===== config.mk =====
export PLATFORM = sky130hd
export DESIGN_NAME = grid_claim_arbiter_flat
export DESIGN_NICKNAME = d
export VERILOG_FILES = /design/src/rtl/grid_pkg.sv /design/src/rtl/grid_claim_arbiter_if.sv /design/src/rtl/rr_arbiter.sv /design/src/rtl/grid_claim_arbiter.sv /design/src/flat_wrapper.sv
export SDC_FILE = /design/constraint.sdc
export NUM_CORES = 1
export LEC_CHECK = 0
export CAP_MARGIN = 25
export CORE_AREA = 2 2 185 187
export CTS_CLUSTER_DIAMETER = 30
export CTS_CLUSTER_SIZE = 40
export DETAILED_ROUTE_END_ITERATION = 6
export DIE_AREA = 0 0 187 189
export PLACE_DENSITY_LB_ADDON = 0.2
export RECOVER_POWER = 25
export SETUP_SLACK_MARGIN = 0.15
export SLEW_MARGIN = 20
export SYNTH_ARGS = -nofsm -noshare
export SYNTH_HDL_FRONTEND = slang
export SYNTH_SLANG_ARGS = --single-unit

===== constraint.sdc =====
create_clock -name clk -period 12.3 [get_ports clk]
set_input_delay 1.23 -clock clk [delete_from_list [all_inputs] [get_ports clk]]
set_output_delay 1.23 -clock clk [all_outputs]
set_load 0.005 [all_outputs]

===== src/rtl/grid_pkg.sv =====
// Shared constants, operation encoding and FSM states for the grid claim arbiter.
package grid_pkg;

    localparam int GRID_N = 7;
    localparam int EMPTY  = -1;

    localparam logic OP_CLAIM   = 1'b0;
    localparam logic OP_RELEASE = 1'b1;

    typedef enum logic [2:0] {
        IDLE = 3'd0,
        RD   = 3'd1,
        CHK  = 3'd2,
        WR   = 3'd3,
        RESP = 3'd4
    } state_e;

endpackage


===== src/rtl/grid_claim_arbiter_if.sv =====
// Requester and grid-memory signal bundle; master is the environment, slave is the arbiter.
interface grid_claim_arbiter_if #(
    parameter int N_REQ  = 4,
    parameter int ADDR_W = 12,
    parameter int DATA_W = 32
);

    logic [N_REQ-1:0]        req;
    logic [N_REQ-1:0]        req_op;
    logic [N_REQ*DATA_W-1:0] req_x;
    logic [N_REQ*DATA_W-1:0] req_y;
    logic [N_REQ*DATA_W-1:0] req_id;
    logic [N_REQ-1:0]        gnt;
    logic                    ok;
    logic                    busy;
    logic                    mem_read;
    logic                    mem_write;
    logic [ADDR_W-1:0]       mem_addr;
    logic [DATA_W-1:0]       mem_din;
    logic [DATA_W-1:0]       mem_dout;

    modport master (
        output req, req_op, req_x, req_y, req_id, mem_dout,
        input  gnt, ok, busy, mem_read, mem_write, mem_addr, mem_din
    );

    modport slave (
        input  req, req_op, req_x, req_y, req_id, mem_dout,
        output gnt, ok, busy, mem_read, mem_write, mem_addr, mem_din
    );

endinterface


===== src/rtl/rr_arbiter.sv =====
// Round-robin winner search starting at a rotating pointer; the pointer advances
// past the served requester when adv is pulsed.
module rr_arbiter #(
    parameter int N_REQ = 4,
    parameter int IDX_W = (N_REQ > 1) ? $clog2(N_REQ) : 1
) (
    input  logic             clk,
    input  logic             reset,
    input  logic [N_REQ-1:0] req,
    input  logic             adv,
    input  logic [IDX_W-1:0] adv_idx,
    output logic             found,
    output logic [IDX_W-1:0] win_idx
);

    localparam logic [IDX_W:0] N_W = (IDX_W+1)'(N_REQ);

    logic [IDX_W-1:0] ptr_q;
    logic [IDX_W-1:0] ptr_d;
    logic [IDX_W:0]   sum_s;
    logic [IDX_W-1:0] cand_s;
    logic             take_s;
    logic [IDX_W:0]   nxt_s;

    // First requesting index at or after the pointer, wrapping modulo N_REQ
    always_comb begin
        found   = 1'b0;
        win_idx = ptr_q;
        sum_s   = {(IDX_W+1){1'b0}};
        cand_s  = {IDX_W{1'b0}};
        take_s  = 1'b0;
        for (int i = 0; i < N_REQ; i++) begin
            sum_s   = {1'b0, ptr_q} + (IDX_W+1)'(i);
            cand_s  = (sum_s >= N_W) ? IDX_W'(sum_s - N_W) : IDX_W'(sum_s);
            take_s  = !found && req[cand_s];
            win_idx = take_s ? cand_s : win_idx;
            found   = found | take_s;
        end
    end

    // Pointer moves to the requester after the one just served
    always_comb begin
        nxt_s = {1'b0, adv_idx} + {{IDX_W{1'b0}}, 1'b1};
        if (adv) begin
            ptr_d = (nxt_s >= N_W) ? {IDX_W{1'b0}} : IDX_W'(nxt_s);
        end else begin
            ptr_d = ptr_q;
        end
    end

    // Pointer register
    always_ff @(posedge clk) begin
        if (!reset) begin
            ptr_q <= {IDX_W{1'b0}};
        end else begin
            ptr_q <= ptr_d;
        end
    end

endmodule


===== src/rtl/grid_claim_arbiter.sv =====
// Arbitrates claim/release requests onto a shared grid memory with an atomic
// read-check-write sequence; one operation in flight, all outputs registered.
module grid_claim_arbiter #(
    parameter int N_REQ  = 4,
    parameter int GRID_N = grid_pkg::GRID_N,
    parameter int ADDR_W = 12,
    parameter int DATA_W = 32,
    parameter int EMPTY  = grid_pkg::EMPTY
) (
    input logic                 clk,
    input logic                 reset,
    grid_claim_arbiter_if.slave bus
);

    import grid_pkg::state_e;
    import grid_pkg::IDLE;
    import grid_pkg::RD;
    import grid_pkg::CHK;
    import grid_pkg::WR;
    import grid_pkg::RESP;
    import grid_pkg::OP_CLAIM;

    localparam int IDX_W = (N_REQ > 1) ? $clog2(N_REQ) : 1;
    localparam logic signed [DATA_W-1:0] ZERO_S = {DATA_W{1'b0}};
    localparam logic signed [DATA_W-1:0] GMAX_S = DATA_W'(GRID_N - 1);
    localparam logic signed [DATA_W-1:0] GN_S   = DATA_W'(GRID_N);
    localparam logic [DATA_W-1:0]        EMPTY_V = DATA_W'(EMPTY);

    state_e            state_q, state_d;
    logic [IDX_W-1:0]  win_q, win_d;
    logic              op_q, op_d;
    logic [DATA_W-1:0] id_q, id_d;
    logic [ADDR_W-1:0] addr_q, addr_d;
    logic [DATA_W-1:0] din_q, din_d;
    logic [N_REQ-1:0]  gnt_q, gnt_d;
    logic              ok_q, ok_d;
    logic              busy_q, busy_d;
    logic              rd_q, rd_d;
    logic              wr_q, wr_d;

    logic signed [DATA_W-1:0] x_arr_s  [N_REQ];
    logic signed [DATA_W-1:0] y_arr_s  [N_REQ];
    logic        [DATA_W-1:0] id_arr_s [N_REQ];

    logic                     found_s;
    logic [IDX_W-1:0]         win_s;
    logic signed [DATA_W-1:0] sel_x_s;
    logic signed [DATA_W-1:0] sel_y_s;
    logic                     in_bounds_s;
    logic [ADDR_W-1:0]        lin_addr_s;
    logic                     match_s;

    function automatic logic [N_REQ-1:0] onehot(input logic [IDX_W-1:0] idx);
        logic [N_REQ-1:0] v;
        v      = {N_REQ{1'b0}};
        v[idx] = 1'b1;
        return v;
    endfunction

    for (genvar g = 0; g < N_REQ; g++) begin : g_unpack
        assign x_arr_s[g]  = bus.req_x[g*DATA_W +: DATA_W];
        assign y_arr_s[g]  = bus.req_y[g*DATA_W +: DATA_W];
        assign id_arr_s[g] = bus.req_id[g*DATA_W +: DATA_W];
    end

    rr_arbiter #(
        .N_REQ (N_REQ),
        .IDX_W (IDX_W)
    ) u_rr (
        .clk     (clk),
        .reset   (reset),
        .req     (bus.req),
        .adv     (state_q == RESP),
        .adv_idx (win_q),
        .found   (found_s),
        .win_idx (win_s)
    );

    assign sel_x_s     = x_arr_s[win_s];
    assign sel_y_s     = y_arr_s[win_s];
    assign in_bounds_s = (sel_x_s >= ZERO_S) && (sel_x_s <= GMAX_S) &&
                         (sel_y_s >= ZERO_S) && (sel_y_s <= GMAX_S);
    assign lin_addr_s  = ADDR_W'(sel_x_s * GN_S + sel_y_s);
    assign match_s     = (op_q == OP_CLAIM) ? (bus.mem_dout == EMPTY_V) : (bus.mem_dout == id_q);

    // Next-state and registered-output decode; strobes follow the state being entered
    always_comb begin
        state_d = state_q;
        win_d   = win_q;
        op_d    = op_q;
        id_d    = id_q;
        addr_d  = addr_q;
        din_d   = din_q;
        gnt_d   = {N_REQ{1'b0}};
        ok_d    = 1'b0;
        case (state_q)
            IDLE: begin
                if (found_s) begin
                    win_d = win_s;
                    op_d  = bus.req_op[win_s];
                    id_d  = id_arr_s[win_s];
                    if (in_bounds_s) begin
                        addr_d  = lin_addr_s;
                        state_d = RD;
                    end else begin
                        gnt_d   = onehot(win_s);
                        state_d = RESP;
                    end
                end else begin
                    state_d = IDLE;
                end
            end
            RD: begin
                state_d = CHK;
            end
            CHK: begin
                if (match_s) begin
                    din_d   = (op_q == OP_CLAIM) ? id_q : EMPTY_V;
                    state_d = WR;
                end else begin
                    gnt_d   = onehot(win_q);
                    state_d = RESP;
                end
            end
            WR: begin
                gnt_d   = onehot(win_q);
                ok_d    = 1'b1;
                state_d = RESP;
            end
            RESP: begin
                state_d = IDLE;
            end
            default: begin
                state_d = IDLE;
            end
        endcase
        rd_d   = (state_d == RD);
        wr_d   = (state_d == WR);
        busy_d = (state_d != IDLE);
    end

    // State and output registers; reset abandons any operation in flight
    always_ff @(posedge clk) begin
        if (!reset) begin
            state_q <= IDLE;
            win_q   <= {IDX_W{1'b0}};
            op_q    <= OP_CLAIM;
            id_q    <= {DATA_W{1'b0}};
            addr_q  <= {ADDR_W{1'b0}};
            din_q   <= {DATA_W{1'b0}};
            gnt_q   <= {N_REQ{1'b0}};
            ok_q    <= 1'b0;
            busy_q  <= 1'b0;
            rd_q    <= 1'b0;
            wr_q    <= 1'b0;
        end else begin
            state_q <= state_d;
            win_q   <= win_d;
            op_q    <= op_d;
            id_q    <= id_d;
            addr_q  <= addr_d;
            din_q   <= din_d;
            gnt_q   <= gnt_d;
            ok_q    <= ok_d;
            busy_q  <= busy_d;
            rd_q    <= rd_d;
            wr_q    <= wr_d;
        end
    end

    assign bus.gnt       = gnt_q;
    assign bus.ok        = ok_q;
    assign bus.busy      = busy_q;
    assign bus.mem_read  = rd_q;
    assign bus.mem_write = wr_q;
    assign bus.mem_addr  = addr_q;
    assign bus.mem_din   = din_q;

endmodule

===== src/flat_wrapper.sv =====
// flat-port wrapper written by rule: the top's interface ports become plain ports
module grid_claim_arbiter_flat import grid_pkg::state_e; import grid_pkg::IDLE; import grid_pkg::RD; import grid_pkg::CHK; import grid_pkg::WR; import grid_pkg::RESP; import grid_pkg::OP_CLAIM;
#(
    parameter int N_REQ  = 4,
    parameter int GRID_N = grid_pkg::GRID_N,
    parameter int ADDR_W = 12,
    parameter int DATA_W = 32,
    parameter int EMPTY  = grid_pkg::EMPTY
)
  (clk, reset, bus_req, bus_req_op, bus_req_x, bus_req_y, bus_req_id, bus_mem_dout, bus_gnt, bus_ok, bus_busy, bus_mem_read, bus_mem_write, bus_mem_addr, bus_mem_din);
  grid_claim_arbiter_if #(.N_REQ(N_REQ), .ADDR_W(ADDR_W), .DATA_W(DATA_W)) bus_i ();
  input logic clk;
  input logic reset;
  input wire logic [$bits(bus_i.req)-1:0] bus_req;
  input wire logic [$bits(bus_i.req_op)-1:0] bus_req_op;
  input wire logic [$bits(bus_i.req_x)-1:0] bus_req_x;
  input wire logic [$bits(bus_i.req_y)-1:0] bus_req_y;
  input wire logic [$bits(bus_i.req_id)-1:0] bus_req_id;
  input wire logic [$bits(bus_i.mem_dout)-1:0] bus_mem_dout;
  output wire logic [$bits(bus_i.gnt)-1:0] bus_gnt;
  output wire logic [$bits(bus_i.ok)-1:0] bus_ok;
  output wire logic [$bits(bus_i.busy)-1:0] bus_busy;
  output wire logic [$bits(bus_i.mem_read)-1:0] bus_mem_read;
  output wire logic [$bits(bus_i.mem_write)-1:0] bus_mem_write;
  output wire logic [$bits(bus_i.mem_addr)-1:0] bus_mem_addr;
  output wire logic [$bits(bus_i.mem_din)-1:0] bus_mem_din;
  assign bus_i.req = bus_req;
  assign bus_i.req_op = bus_req_op;
  assign bus_i.req_x = bus_req_x;
  assign bus_i.req_y = bus_req_y;
  assign bus_i.req_id = bus_req_id;
  assign bus_i.mem_dout = bus_mem_dout;
  assign bus_gnt = bus_i.gnt;
  assign bus_ok = bus_i.ok;
  assign bus_busy = bus_i.busy;
  assign bus_mem_read = bus_i.mem_read;
  assign bus_mem_write = bus_i.mem_write;
  assign bus_mem_addr = bus_i.mem_addr;
  assign bus_mem_din = bus_i.mem_din;
  grid_claim_arbiter #(.N_REQ(N_REQ), .GRID_N(GRID_N), .ADDR_W(ADDR_W), .DATA_W(DATA_W), .EMPTY(EMPTY)) u_core (.clk(clk), .reset(reset), .bus(bus_i));
endmodule

### Yosys cells after proc, flatten, opt, wreduce, memory -nomap -nowiden

Cells that the tools add are included.

* shifts and indexed selects: 0
* eq/ne operators: 8
* add/subtract/negate cells: 9
* reduce and logical (&&, ||, !) cells: 16
* magnitude comparators: 18
* div/mod/pow operators: 0
* bitwise operators: 4
* multiplexer cells: 43
* multiply operators: 1

Operator list (count)
* $mux 32: 7
* $bmux 32 s2: 3
* $ge 32x1->1 const B: 2
* $le 32x4->1 const B: 2
* $eq 32x32->1: 1
* $eq 32x32->1 const B: 1
* $mul 32x4->12 const B: 1
* $lt 2x3->1 const B: 6
* $mux 2: 9
* $ge 3x3->1 const B: 5
* $add 12x12->12: 1
* $mux 4: 3
* $pmux 3 s4: 1
* $pmux 4 s3: 1
* $bmux 1 s2: 5
* $eq 3x2->1 const B: 3
* $mux 1: 9
* $mux 3: 3
* $logic_and 1x1->1: 8
* $sub 2x1->2 const B: 4
* $add 2x1->3 const B: 2
* $add 2x2->3 const B: 2
* $eq 3x1->1 const B: 2
* $demux 1 s2: 2
* other kinds (10): 16

* RAM bits: 0
* bits of input ports: 426
* word-level logic and storage cells: 111
* memory bits (read-only): 0
* bits in latches: 0
* register bits after elaboration: 92
* memories: 0

### Depth between registers and ports, before layout

* word-level depth: 25
* gate-level depth with buffers: 25
* gate-level depth less buffers: 21

### Cells and area by module

From an unflattened synthesis, not the netlist that was laid out.

* cells, all modules: 826
* area total of the unflattened synthesis: 7533.5 um^2

By module, submodules not included
* grid_claim_arbiter: area each 7345.8 um^2, instances 1, seq. area each 1801.7 um^2, cells an instance 802
* rr_arbiter: area each 187.7 um^2, instances 1, seq. area each 40.0 um^2, cells an instance 24

### Least setup slack after synthesis

OpenSTA, ideal clock, no wires.

* kind: input-to-reg
* start point: in bus_req[1]
* end point: reg u_core.addr_q[10] (netlist: u_core.bus.mem_addr[10])
* path buffers: 5
* setup slack: 5.788 ns
* library setup time: 0.116 ns
* data arrival time: 6.396 ns
* stages: 24
* path through: buf_2 -> nor2b_1 -> nor3_2 -> o32ai_2 -> buf_6 -> buf_2 -> clkbuf_1 -> clkbuf_1 -> mux2i_1 -> mux2i_1 -> ha_1 -> inv_1 -> fa_1 -> fa_1 -> inv_1 -> ha_1 -> a21oi_1 -> o21ai_0 -> a21oi_1 -> o21ai_0 -> a21o_1 -> a21oi_1 -> xnor2_1 -> a41o_1

* longest elaborated chain between the ends: 20
* elaborated cells between the ends (all ways): 38
* those cells by class: 1 x add/sub; 1 x mul; 4 x order compare; 18 x mux; 4 x bitwise; 10 x reduce/logical

RTL lines
* from (decl): RTL line flat_wrapper.sv:14 `input wire logic [$bits(bus_i.req)-1:0] bus_req;`
* branches (longest 20 deep; another with $not 2->3)
* to (signal assigned): RTL line grid_claim_arbiter.sv:149 `addr_q <= {ADDR_W{1'b0}};`
* to (signal assigned): RTL line grid_claim_arbiter.sv:161 `addr_q <= addr_d;`
* to (decl): RTL line grid_claim_arbiter.sv:33 `logic [ADDR_W-1:0] addr_q, addr_d;`

Parallel ways; which one is timed is not known. The select of a mux whose other input is x is not followed.
A chain may end at the register's enable or synchronous reset.

### Final worst setup path

* start point: in bus_req[3]
* end point: reg u_core.addr_q[10] (netlist: u_core.bus.mem_addr[10])

Same word-level chain as after synthesis.

==> metrics.txt <==
Post-Synth XOR/XNOR Area 0.0253; CTS tree done; io pins 478; Routed Antenna Nets 0; worst slew pin tran between 0.9 and 1 ns; register area about 1800 um2; Ys Warns 0; multiplexer share of the synthesized area 0.129; Die W roughly 190 um; Clock Tree Root clkbuf_16; IO buf count approximately 480; Sink Count around 90; initial antenna violation count 2; setup violators final 0; Synth top area share 0.242; flops & latches, synth 92; routed length per placed instance 20.0 um; layout cells sized above 1 0.0723; multi-input logic area between 5000 and 6000 um2; Clk Latency, worst-skew pair 0.35 ns; worst-path fanout max 31; number of fill cells 3400; max-slew violation count 0; Mapped Cells 898; Top Usage Layer GRT met2; Worst EP arrival around 6.8 ns; Starting Density 0.229; total CTS buffers 9; vias per cell roughly 5; fin crit share 0.530; Primary FF master, synth dfxtp_1; final WL between 30000 and 40000 um; final worst setup slack 5.78 ns; status finished clean; Via Count about 8800; Worst VDD drop between 0.06 and 0.07 mV; Rel. slew slack 0.336; Post-synth EDFFs 0; met3 Usage GRT 0.0399; largest net degree at the start of global routing 55; Max-cap violations 0; row count between 60 and 70; cts-stage hold buffer count 0; vias in the first global route 9049; largest family of logic cells by synthesized area simple AND/OR/NAND/NOR gates; syn_nets 1375; Netlist Area Pre-Place about 7600 um2; full die area about 35000 um2; Worst EP required 12.55 ns; Setup Crit Path Kind in2reg; crit end category flip-flop; Fin Hold WS about 0.51 ns; global route total overflow 0; Max H-tree Level 3; dpl cells about 1800; maximum clock insertion buffer count 2; met1 Use GR 0.241; commonest non-fill, non-tap cell in the layout clkdlybuf4s50_1; Clock Pin Slew Worst Setup and Hold Paths roughly 0.07 ns; skew final approximately 0.0085 ns; Yosys top cell by area dfxtp_1; Layout Cells excl Fill between 1500 and 2000; Setup Buffers After CTS 0; post-synthesis compound-gate area fraction 0.200; Place WS ~5.4 ns; Synth Area in Adders 0.102; Chip Height between 150 and 200 um; crit start category input port; Residual DRC 0; area grow syn2layout 72.1%; final hold vios 0; ys async rst share 0; commonest non-fill, non-tap cells in the layout clkdlybuf4s50_1 (441), dfxtp_1 (91), inv_1 (72), nor3_1 (69), nor2_1 (61); utilization after layout 0.393; Placeable Area ~33000 um2; Layout Nets between 1500 and 2000; LEAKAGE 5.02 nW; first-pass GRT wire length 53600 um; Avg Inst Size Synth about 8.5 um2; GPL Wtd Cong 0.898; TNS Setup 0 ns; Period minus WS final between 6 and 7 ns; ranking of synthesized cells by area dfxtp_1 (24%), ha_1 (5.4%), mux2_2 (4.9%); post-CTS sizing 0; initial DRC count between 500 and 600; post-synth cell types 70; RSZ-0062 raised after global routing no; register area share after synthesis 0.242; Global Route Usage Sum 0.198; Initial DRT Pass Iterations 5; fmax 0.153 GHz; Hold Crit Class reg2reg; GR Util met2 0.354; Post-Synth Simple-Gate Area 0.227; PD cells between 100 and 150 nW/um2; post-DP HPWL around 30000 um
sequential cells by signal (all words and copies together) (netlist names):
| signal | cells |
|---|---|
| u_core.state_q | 3 |
| u_core.bus.mem_din | 32 |
| u_core.bus.mem_read | 1 |
| u_core.win_q | 2 |
| u_core.op_q | 1 |
| u_core.bus.mem_addr | 12 |
| u_core.u_rr.ptr_q | 2 |
| u_core.bus.mem_write | 1 |
| u_core.bus.ok | 1 |
| u_core.bus.busy | 1 |
| u_core.id_q | 32 |
| u_core.bus.gnt | 4 |
stage by stage:
step	power, mW	cell area (um2)
finish	1.36	13100
global route	1.47	13100
CTS	1.38	13100
detailed placement	1.10	12800
global placement	1.09	12800
floorplan	0.814	7610
where the power goes:
group	switching [mW]	total [mW]	internal [mW]
clock	0.134	0.274	0.140
combinational	0.362	0.744	0.382
sequential	0.0246	0.338	0.313
cell families after synthesis:
logic type | count (synthesis)
AO/OA/AOI/OAI | 207
buffers and inverters | 138
flip-flops | 92
AND/OR/NAND/NOR | 314
multiplexers | 74
XOR/XNOR | 22
adder cells (fa/ha/maj) | 51
worst paths after layout:
kind | endpoint | slack [ns] | start | cells after the start
setup / recovery | u_core.bus.mem_addr[10]$_SDFFE_PN0P_ | 5.78 | bus_req[3] | 19
hold / removal | u_core.bus.mem_din[14]$_SDFFE_PN0P_ | 0.51 | u_core.bus.mem_din[14]$_SDFFE_PN0P_ | 2
setup reg to reg | u_core.bus.mem_addr[10]$_SDFFE_PN0P_ | 6.85 | u_core.u_rr.ptr_q[1]$_SDFFE_PN0N_ | 18
hold reg to reg | u_core.bus.mem_din[14]$_SDFFE_PN0P_ | 0.51 | u_core.bus.mem_din[14]$_SDFFE_PN0P_ | 2
layer usage:
| metal | wire, um | part of all wire | vias to the layer above |
|---|---|---|---|
| met2 | 17800 | 0.50 | 348 |
| li1 | - | - | 4280 |
| met4 | 697 | 0.019 | 0 |
| met3 | 2220 | 0.062 | 42 |
| met1 | 15200 | 0.42 | 4099 |
| met5 | 0 | 0 | - |
Yosys cell counts (6+ instances only):
cell type and instances:
ha_1 33, mux2i_1 26, a41o_1 8, or4_1 10, a32o_1 6, o211ai_1 7, buf_2 7, o22ai_1 9
a31oi_1 9, a211oi_1 27, nor3_1 69, nor4_1 40, a222oi_1 27, nand2b_1 33, nand4_1 26, nor2_1 61
dfxtp_1 92, xnor2_1 17, a21oi_1 58, buf_1 7, mux4_2 12, clkbuf_1 42, a22oi_1 7, fa_1 18
nand3_1 10, nor3b_1 12, mux2_2 33, o21ai_0 13, inv_1 73, nand2_1 29
layout make-up:
type | instances | share of cell area
Antenna cell | 1 | 0.000191
Clock buffer | 9 | 0.0172
Clock inverter | 7 | 0.00420
Inverter | 74 | 0.0212
Multi-Input combinational cell | 668 | 0.400
Sequential cell | 92 | 0.141
Tap cell | 448 | 0.0428
Timing Repair Buffer | 492 | 0.373
worst max-delay path: stages:
cell and delay, ns:
clkdlybuf4s50_1 0.80, nor3_1 0.14, o41ai_4 0.33, buf_4 0.45, mux4_2 0.62, ha_1 0.30
inv_1 0.05, fa_1 0.50, fa_1 0.54, inv_1 0.04, ha_1 0.33, a21oi_1 0.21
o21ai_0 0.11, a21oi_1 0.22, o21ai_0 0.17, a21o_1 0.20, a21oi_1 0.17, xnor2_1 0.08
a41o_1 0.23
(Power assumes the default switching activity.)
